**src/rtl/text_overlay_pkg.sv**
```systemverilog
// Shared types for the text overlay sequencer: sentence codes, FSM states,
// cell index width and frame counter width.
package text_overlay_pkg;

   localparam int TEXT_IDX_W = 7;
   localparam int CNT_W      = 16;

   typedef enum logic [2:0] {
      SENT_NONE   = 3'd0,
      SENT_PROMPT = 3'd1,
      SENT_RANDOM = 3'd2,
      SENT_WIN    = 3'd3,
      SENT_LOSE   = 3'd4
   } sentence_t;

   typedef enum logic [1:0] {
      IDLE   = 2'd0,
      REVEAL = 2'd1,
      HOLD   = 2'd2
   } state_t;

   // Win/lose sentences stay on screen until cleared or preempted.
   function automatic logic is_sticky(input sentence_t code);
      return (code == SENT_WIN) || (code == SENT_LOSE);
   endfunction

endpackage

```
**src/rtl/text_overlay_ctrl_frame_tick_counter.sv**
```systemverilog
// Frame tick counter: counts startOfFrame pulses and raises done for one
// cycle on the tick that reaches term_count. A term_count of 0 never fires.
// done is combinational from tick so the owner acts on the frame's own edge.
module frame_tick_counter
   import text_overlay_pkg::*;
(
   input  logic             clk,
   input  logic             resetN,
   input  logic             tick,
   input  logic             clear,
   input  logic [CNT_W-1:0] term_count,
   output logic             done
);

   logic [CNT_W-1:0] count;

   assign done = tick && (term_count != '0) && (count == term_count - 1'b1);

   // count ticks; restart on clear or when the terminal count is reached
   always_ff @(posedge clk or negedge resetN) begin
      if (!resetN)
         count <= '0;
      else if (clear || done)
         count <= '0;
      else if (tick)
         count <= count + 1'b1;
   end

endmodule

```
**src/rtl/text_overlay_ctrl.sv**
```systemverilog
// Text overlay sequencer: arbitrates sentence requests by priority, reveals
// the chosen sentence one cell every CHAR_FRAMES frames, then holds it.
// Optional feature macro: TEXT_BLINK_EN (blinks textOn while holding).
//
//  state  | meaning
//  IDLE   | no sentence, overlay off
//  REVEAL | revealLimit advancing toward MAX_INDEX
//  HOLD   | fully shown; non-sticky codes released after HOLD_FRAMES
module text_overlay_ctrl
   import text_overlay_pkg::*;
#(
   parameter int CHAR_FRAMES  = 2,
   parameter int HOLD_FRAMES  = 120,
   parameter int MAX_INDEX    = 47,
   parameter int BLINK_FRAMES = 30
) (
   input  logic                  clk,
   input  logic                  resetN,
   input  logic                  startOfFrame,
   input  logic                  reqPrompt,
   input  logic                  reqRandom,
   input  logic                  reqWin,
   input  logic                  reqLose,
   input  logic                  clearReq,
   output logic [2:0]            bgState,
   output logic [TEXT_IDX_W-1:0] revealLimit,
   output logic                  textOn,
   output logic                  busy
);

   localparam logic [TEXT_IDX_W-1:0] LAST_IDX = TEXT_IDX_W'(MAX_INDEX);

   if (CHAR_FRAMES < 1 || BLINK_FRAMES < 1) begin : g_bad_param
      $error("text_overlay_ctrl: CHAR_FRAMES and BLINK_FRAMES must be >= 1");
   end

   state_t                  state;
   sentence_t               active;
   sentence_t               pending;
   sentence_t               req_code;
   sentence_t               start_code;
   sentence_t               pend_in;
   logic [TEXT_IDX_W-1:0]   limit;
   logic                    busy_q;
   logic                    text_on;
   logic                    do_clear;
   logic                    do_start;
   logic                    reveal_end;
   logic                    hold_end;
   logic                    tick_done;
   logic                    ctr_clear;
   logic [CNT_W-1:0]        tick_tc;

   assign bgState     = active;
   assign revealLimit = limit;
   assign textOn      = text_on;
   assign busy        = busy_q;

   // highest-priority request this cycle
   always_comb begin
      if (reqLose)
         req_code = SENT_LOSE;
      else if (reqWin)
         req_code = SENT_WIN;
      else if (reqRandom)
         req_code = SENT_RANDOM;
      else if (reqPrompt)
         req_code = SENT_PROMPT;
      else
         req_code = SENT_NONE;
   end

   // event decisions in precedence order: clear, start/preempt, timers
   always_comb begin
      do_clear   = clearReq;
      do_start   = 1'b0;
      start_code = (req_code > pending) ? req_code : pending;
      pend_in    = pending;
      reveal_end = 1'b0;
      hold_end   = 1'b0;
      if (!do_clear) begin
         if (state == IDLE) begin
            do_start = (start_code != SENT_NONE);
         end else if (req_code > active) begin
            do_start   = 1'b1;
            start_code = req_code;
         end else begin
            if (req_code != SENT_NONE && req_code < active && req_code > pending)
               pend_in = req_code;
            if (state == REVEAL)
               reveal_end = tick_done && (limit == LAST_IDX - 1'b1);
            else
               hold_end = tick_done && !is_sticky(active);
         end
      end
   end

   assign ctr_clear = (state == IDLE) || do_clear || do_start || reveal_end || hold_end;
   assign tick_tc   = (state == HOLD) ? CNT_W'(HOLD_FRAMES) : CNT_W'(CHAR_FRAMES);

   frame_tick_counter u_tick (
      .clk        (clk),
      .resetN     (resetN),
      .tick       (startOfFrame),
      .clear      (ctr_clear),
      .term_count (tick_tc),
      .done       (tick_done)
   );

`ifdef TEXT_BLINK_EN
   logic blink_done;
   logic blink_clear;

   assign blink_clear = (state != HOLD) || do_clear || do_start || hold_end;

   frame_tick_counter u_blink (
      .clk        (clk),
      .resetN     (resetN),
      .tick       (startOfFrame),
      .clear      (blink_clear),
      .term_count (CNT_W'(BLINK_FRAMES)),
      .done       (blink_done)
   );
`endif

   // sequencer FSM with registered outputs
   always_ff @(posedge clk or negedge resetN) begin
      if (!resetN) begin
         state   <= IDLE;
         active  <= SENT_NONE;
         pending <= SENT_NONE;
         limit   <= '0;
         busy_q  <= 1'b0;
         text_on <= 1'b0;
      end else if (do_clear) begin
         state   <= IDLE;
         active  <= SENT_NONE;
         pending <= SENT_NONE;
         limit   <= '0;
         busy_q  <= 1'b0;
         text_on <= 1'b0;
      end else if (do_start) begin
         state   <= REVEAL;
         active  <= start_code;
         limit   <= '0;
         busy_q  <= 1'b1;
         text_on <= 1'b1;
         if (state == IDLE)
            pending <= SENT_NONE;
      end else if (reveal_end) begin
         state   <= HOLD;
         limit   <= LAST_IDX;
         pending <= pend_in;
         text_on <= 1'b1;
      end else if (hold_end) begin
         if (pend_in != SENT_NONE) begin
            state   <= REVEAL;
            active  <= pend_in;
            pending <= SENT_NONE;
            limit   <= '0;
            text_on <= 1'b1;
         end else begin
            state   <= IDLE;
            active  <= SENT_NONE;
            pending <= SENT_NONE;
            limit   <= '0;
            busy_q  <= 1'b0;
            text_on <= 1'b0;
         end
      end else begin
         pending <= pend_in;
         if (state == REVEAL && tick_done)
            limit <= limit + 1'b1;
`ifdef TEXT_BLINK_EN
         if (state == HOLD && blink_done)
            text_on <= !text_on;
`endif
      end
   end

endmodule

```
**config.mk**
```make
export PLATFORM = sky130hd
export DESIGN_NAME = text_overlay_ctrl
export DESIGN_NICKNAME = d
export VERILOG_FILES = /design/src/rtl/text_overlay_pkg.sv /design/src/rtl/text_overlay_ctrl_frame_tick_counter.sv /design/src/rtl/text_overlay_ctrl.sv
export SDC_FILE = /design/constraint.sdc
export NUM_CORES = 1
export LEC_CHECK = 0
export CAP_MARGIN = 20
export CORE_MARGIN = 5
export CORE_UTILIZATION = 62
export DETAILED_ROUTE_END_ITERATION = 10
export PLACE_DENSITY = 0.85
export RECOVER_POWER = 25
export SLEW_MARGIN = 20
export SYNTH_ARGS = -nofsm -noshare
export SYNTH_HDL_FRONTEND = slang
export SYNTH_SLANG_ARGS = --single-unit
```
**constraint.sdc**
```tcl
create_clock -name clk -period 4.83 [get_ports clk]
set_input_delay 1.449 -clock clk [delete_from_list [all_inputs] [get_ports clk]]
set_output_delay 1.449 -clock clk [all_outputs]
set_load 0.05 [all_outputs]
```
==> impl_results.md, run 1 <==
- Number of top-level pins: 20
- Initial antenna violation count: 0
- Setup TNS: 0 ns
- Final setup violation count: 0
- Critical path's slowest cell: or4_1
- Syn Inst Count: 250
- Starting DRT DRC Count: around 140
- CTS tree: yes
- Max cap viols: 1
- Ant. Diodes: 0
- Crit path max fanout: 16
- Max-slew headroom: -14.9%
- Critical path class: input pin to flip-flop
- Status: finished, violations left
- Final Routed Wirelength: ~5100 um
- CTS Buf Count: 5
- Number of remaining DRC errors: 0
- Initial Util: between 60% and 70%
- CTS Buffer Depth: 2
- Tcrit/Tclk final: about 89%
- Layout Skew: 0.00923 ns
- Wire per inst: 16.1 um
- Hold Fails Final Rpt: 0
- Area delta synth->final: 12.5%
- Share of cells above drive strength 1: about 8.6%
- Largest net degree at the start of global routing: 34
- Failing checks: capacitance limit, slew limit
- Final worst path period need: 4.29 ns
- Peak supply drop: 0.227 mV
- Synth Net Count: 265
- Rows: 21
- Total track usage: about 22%
- Fmax: 233 MHz
- Worst-path cell chain: clkdlybuf4s50_1 > nand2b_1 > a21oi_1 > inv_1 > ha_1 > or3b_1 > mux2_2 > nand3_1 > a31oi_2 > or4_1 > a21oi_1
- First-pass GRT wire length: 8900 um
- Worst Hold Launch: revealLimit[6]
- RR Endpoint: u_tick.count[11]
- Sequential element share of the synthesized area: 37.1%
- CP startpoint: reqRandom
- Core footprint: around 3400 um^2
- Worst path required time: around 5.1 ns
- Vias in the first global route: between 1500 and 2000
- Top post-synthesis cells by area: dfrtp_1 (37%), nor2_1 (5.6%), xor2_1 (5.1%)
- Crit path launch type: input pin
- Synth warn: 0
- Pwr Density: roughly 270 nW/um^2
- CTS root buf: clkbuf_4
- Post-CTS sizing: 0
- Worst-Margin Slew: roughly 1.7 ns
- Worst hold path depth: 2
- Pleak: between 0.0009 and 0.001 uW
- Chip Width: around 70 um
- Final instance area: approximately 2500 um^2
- Worst Reg-to-Reg Cells: 8
- DP Cell Count: between 300 and 400
- RSZ-0062 raised after global routing: no
- Die Y: approximately 70 um
- Netlist Area Pre-Place: between 2000 and 2500 um^2
- Drt pass-1 iters: 4
- Distinct cells, synth: ~60
- Final Wtd Congestion: between 0.8 and 0.9
- Most used cell, CP: a21oi_1
- Most frequent cells in the layout: nor2_1 (33), dfrtp_1 (33), nand2_1 (19)
- R2R setup slack: approximately 1.9 ns
- Die area: 4890 um^2
- Via count: 1968
- EDFF count, synth: 0
- Worst EP arrival: roughly 4.5 ns
- Min-Delay Endpoint: revealLimit[6]
- Synth top area share: ~37%
- Max Slew Vio Count: 34
- Largest stage delay on the critical path: 0.71 ns
- Reg clk slew, reported paths: roughly 0.10 ns
- #FFs+latches synth: 33
- H-tree Lvls: 2
- Post-layout nets: between 200 and 300
- Postcts setup bufs: 0
- Reg2reg start: pending[2]
- Clk Latency, worst-skew pair: ~0.34 ns
- HP Class: flip-flop to flip-flop
- Area after DPL: between 2000 and 2500 um^2
- Grt total ovfl: 0
- Final Non-Filler Cells: approximately 320
- Fillers: 267
- Clock sink total: 33
- Ys flop type: dfrtp_1
- Fraction of registers with async set/reset: 100%
- Dpl hpwl: 3700 um
- Final ANT Viol Nets: 0
- Cts hold-fix bufs: 0
- Synthesized area per cell: 8.91 um^2
- Port Buffer Count: 19
- Drt via density: ~6.2
- Yosys top cell by area: dfrtp_1
- CP endpoint kind: flip-flop
==> where the power goes <==
| part | internal [uW] | switching, uW | leakage (uW) | total [uW] |
|---|---|---|---|---|
| clock network | 68.7 | 89.8 | 0.0000314 | 158 |
| registers | 287 | 15.5 | 0.000453 | 303 |
| logic | 81.6 | 136 | 0.000483 | 217 |
==> cell usage after synthesis, types with 2 or more instances <==
library cell / n
and3_1: 3
nor2_1: 33
nor3b_1: 2
buf_2: 4
o2bb2ai_1: 3
a21oi_1: 11
o21a_1: 2
nor4_1: 4
o21bai_1: 2
and3b_1: 2
nand2_1: 19
xor2_1: 13
ha_1: 7
or3_1: 3
dfrtp_1: 33
nor3_1: 8
nand4_1: 7
nand3_1: 11
a31oi_1: 5
o211ai_1: 4
xnor2_1: 3
nor4b_1: 2
mux2i_1: 3
and4_1: 2
nand2b_1: 4
and2_1: 3
nor3_4: 2
clkbuf_1: 5
o21ai_0: 11
inv_1: 10
==> stage by stage <==
step	power [uW]	utilization (%)	hold slack, ns	worst slack [ns]
after floorplan	462	-	0.531	0.840
after global placement	521	71.9	0.545	0.321
after detailed placement	524	71.9	0.532	0.211
after CTS	681	73.5	0.581	0.569
after global routing	716	73.4	0.628	0.331
final	679	73.4	0.590	0.543
==> sequential cells by signal, summed over array words and instances (netlist names) <==
register	count
bgState	3
u_tick.count	16
busy	1
revealLimit	7
pending	3
state	2
textOn	1
==> worst max-delay path, delay by kind of cell <==
kind | cells | cell delay (ns)
and+or+nand+nor | 4 | 1.35
muxes | 1 | 0.28
adders and majority gates | 1 | 0.31
buffers and inverters | 2 | 0.55
AOI/OAI and AO/OA | 3 | 0.60
==> routing by layer <==
layer,vias up,track usage (%),wire [um]
met3,8,5.31,330
li1,949,-,-
met2,63,36.3,2480
met4,0,7.66,52
met1,948,28.8,2220
met5,-,0,0
==> worst max-delay path by stage <==
stage	end	slack, ns	cells past startpoint
floorplan	revealLimit[1]	0.84	12
global placement	u_tick.count[1]	0.32	11
detailed placement	u_tick.count[11]	0.21	11
CTS	u_tick.count[11]	0.57	11
global route	u_tick.count[3]	0.33	11
finish	u_tick.count[11]	0.54	11
==> cell type report <==
type                    instances  area, um^2  share of cell area (%)
inverters                      11        41.3                    1.65
clock buffers                   7        55.1                    2.20
repair buffers                 22         209                    8.34
flip-flops and latches         33         826                    33.0
multi-input cells             196        1320                    52.6
well taps                      46        57.6                    2.30
==> logic make-up after synthesis <==
group                      Yosys count  share of synthesized area [%]
and+or+nand+nor                    114                           28.5
xor gates and xnor gates            16                           6.29
buffers and inverters               21                           3.82
AOI/OAI and AO/OA                   54                           18.0
muxes                                5                           2.47
DFF                                 33                           37.1
adders and majority gates            7                           3.93
(Power assumes the default switching activity.)
==> run 2, diff against run 1 <==
- CAP_MARGIN: 20 -> not set
- CTS_CLUSTER_SIZE: not set -> 30
- SETUP_SLACK_MARGIN: not set -> 0.4
==> impl_results.md, run 2 (synthesis gave the netlist of run 1 again) <==
- Status: finished, violations left
- Failing checks: capacitance limit, slew limit
- Final ANT Viol Nets: 0
- Number of top-level pins: 20
- CP endpoint kind: flip-flop
- Max Slew Vio Count: 34
- Max-slew headroom: -14.4%
- Setup TNS: 0 ns
- Via count: between 1500 and 2000
- Clk pwr share: 23.2%
- Fillers: 266
- Chip Width: between 60 and 70 um
- Final hold slack: 0.589 ns
- Storage cell area: around 830 um^2
- Fmax: around 240 MHz
- Total track usage: 22.2%
- Vias in the first global route: roughly 1900
- Logic pwr share: around a third
- First-pass GRT wire length: 8900 um
- Initial Util: around two thirds
- Crit path launch type: input pin
- Largest net degree at the start of global routing: 34
- RSZ-0062 raised after global routing: no
- CTS tree: yes
- Final Non-Filler Cells: ~320
- CTS root buf: clkbuf_4
- Final worst path period need: ~4.2 ns
- Drt via density: roughly 6.3
- Multi-input gate area: between 1000 and 1500 um^2
- Largest reg by FF count: u_tick.count
- Post-CTS sizing: 0
- Hold Fails Final Rpt: 0
- Drt pass-1 iters: 5
- Grt total ovfl: 0
- Die area: slightly below 5000 um^2
- Critical path class: input pin to flip-flop
- Die Y: approximately 70 um
- Wire per inst: roughly 16 um
- Area delta synth->final: 12.7%
- CTS Buffer Depth: 2
- Crit path max fanout: 6
- Worst path required time: slightly above 5 ns
- Worst-Margin Slew: ~1.7 ns
- Final setup violation count: 0
- HP Class: flip-flop to flip-flop
- Core footprint: roughly 3400 um^2
- Flop pwr share: between 40 and 50%
- Dpl hpwl: about 3700 um
- Pwr Density: about 270 nW/um^2
- Most frequent cells in the layout: nor2_1 (33), dfrtp_1 (33), nand2_1 (19)
- Number of remaining DRC errors: 0
- Sw Share: 35.7%
- Layout Skew: around 0.011 ns
- Tcrit/Tclk final: between 80 and 90%
- Postcts setup bufs: 0
- Port Buffer Count: 19
- Largest register FFs: 16
- Initial antenna violation count: 0
- Ant. Diodes: 0
- Switching power: between 200 and 250 uW
- Cts hold-fix bufs: 0
- Pleak: 0.000969 uW
- Max cap viols: 1
- Final Wtd Congestion: between 0.8 and 0.9
- Rows: 21
- Share of cells above drive strength 1: just over 9%
- CTS Buf Count: 5
- Peak supply drop: 0.222 mV
- Post-layout nets: 284
- Clk Latency, worst-skew pair: between 0.3 and 0.4 ns
- Reg clk slew, reported paths: about 0.10 ns
- DP Cell Count: 308
- Clock sink total: 33
- Cell Int Power: between 400 and 500 uW
- Final Routed Wirelength: about 5100 um
- Starting DRT DRC Count: about 130
- H-tree Lvls: 2
- Worst EP arrival: between 4 and 5 ns
[run 2: cell types whose count changed in the layout (fill, tap and decap cells not counted)]
cell,previous run,this run
a311o_2,0,1
a311o_1,1,0
or4_4,1,2
or4_1,1,0
[run 2: cell type report]
cell class	instances	share of cell area (%)
multi-input combinational	196	52.7
sequential	33	32.9
timing repair buffer	22	8.32
tap	46	2.29
clock buffer	7	2.19
inverter	11	1.64
[run 2: through the flow]
stage	utilization, %	setup slack [ns]	power [uW]	area, um^2
floorplan	-	0.840	462	2230
global placement	71.9	0.321	521	2450
detailed placement	71.9	0.211	524	2450
CTS	73.5	0.569	681	2510
global route	73.5	0.440	718	2510
finish	73.5	0.591	683	2510
[run 2: power groups by stage]
stage               clock network [uW]  registers [uW]  logic, uW
finish                             159             303        221
global placement                     0             308        212
global route                       176             305        238
detailed placement                   0             308        215
floorplan                            0             335        127
CTS                                162             303        216
[run 2: per-layer routing]
| metal | wire length, um | global-route usage [%] | part of all wire [%] | vias up |
|---|---|---|---|---|
| li1 | - | - | - | 954 |
| met4 | 58 | 7.66 | 1.1 | 0 |
| met2 | 2500 | 36.3 | 49 | 56 |
| met3 | 286 | 5.31 | 5.6 | 10 |
| met5 | 0 | 0 | 0 | - |
| met1 | 2280 | 28.8 | 44 | 966 |
[run 2: path summary, 6_finish.rpt]
path                       cells past startpoint           start  slack [ns]          endpoint
max in group asynchronous                      2          resetN        1.75        pending[1]
setup / recovery                              12       reqRandom        0.59        bgState[1]
hold reg to reg                                2  revealLimit[6]        0.59    revealLimit[6]
hold / removal                                 2  revealLimit[6]        0.59    revealLimit[6]
setup reg to reg                               9      pending[2]        1.98        bgState[1]
min in group asynchronous                      2          resetN        2.09  u_tick.count[14]
[run 2: worst max-delay path: stages]
cell	delay [ns]
clkdlybuf4s50_1	0.46
nand2b_1	0.17
a21oi_1	0.19
inv_1	0.09
ha_1	0.31
or3b_1	0.35
mux2_2	0.28
and2_1	0.19
and3b_1	0.38
mux2i_1	0.29
mux2i_1	0.11
o21a_1	0.19
==> run 3, diff against run 2 <==
- SKIP_LAST_GASP: not set -> 1
==> results of run 3 <==
Final layout, timing and power as in run 2 (identical DEF).
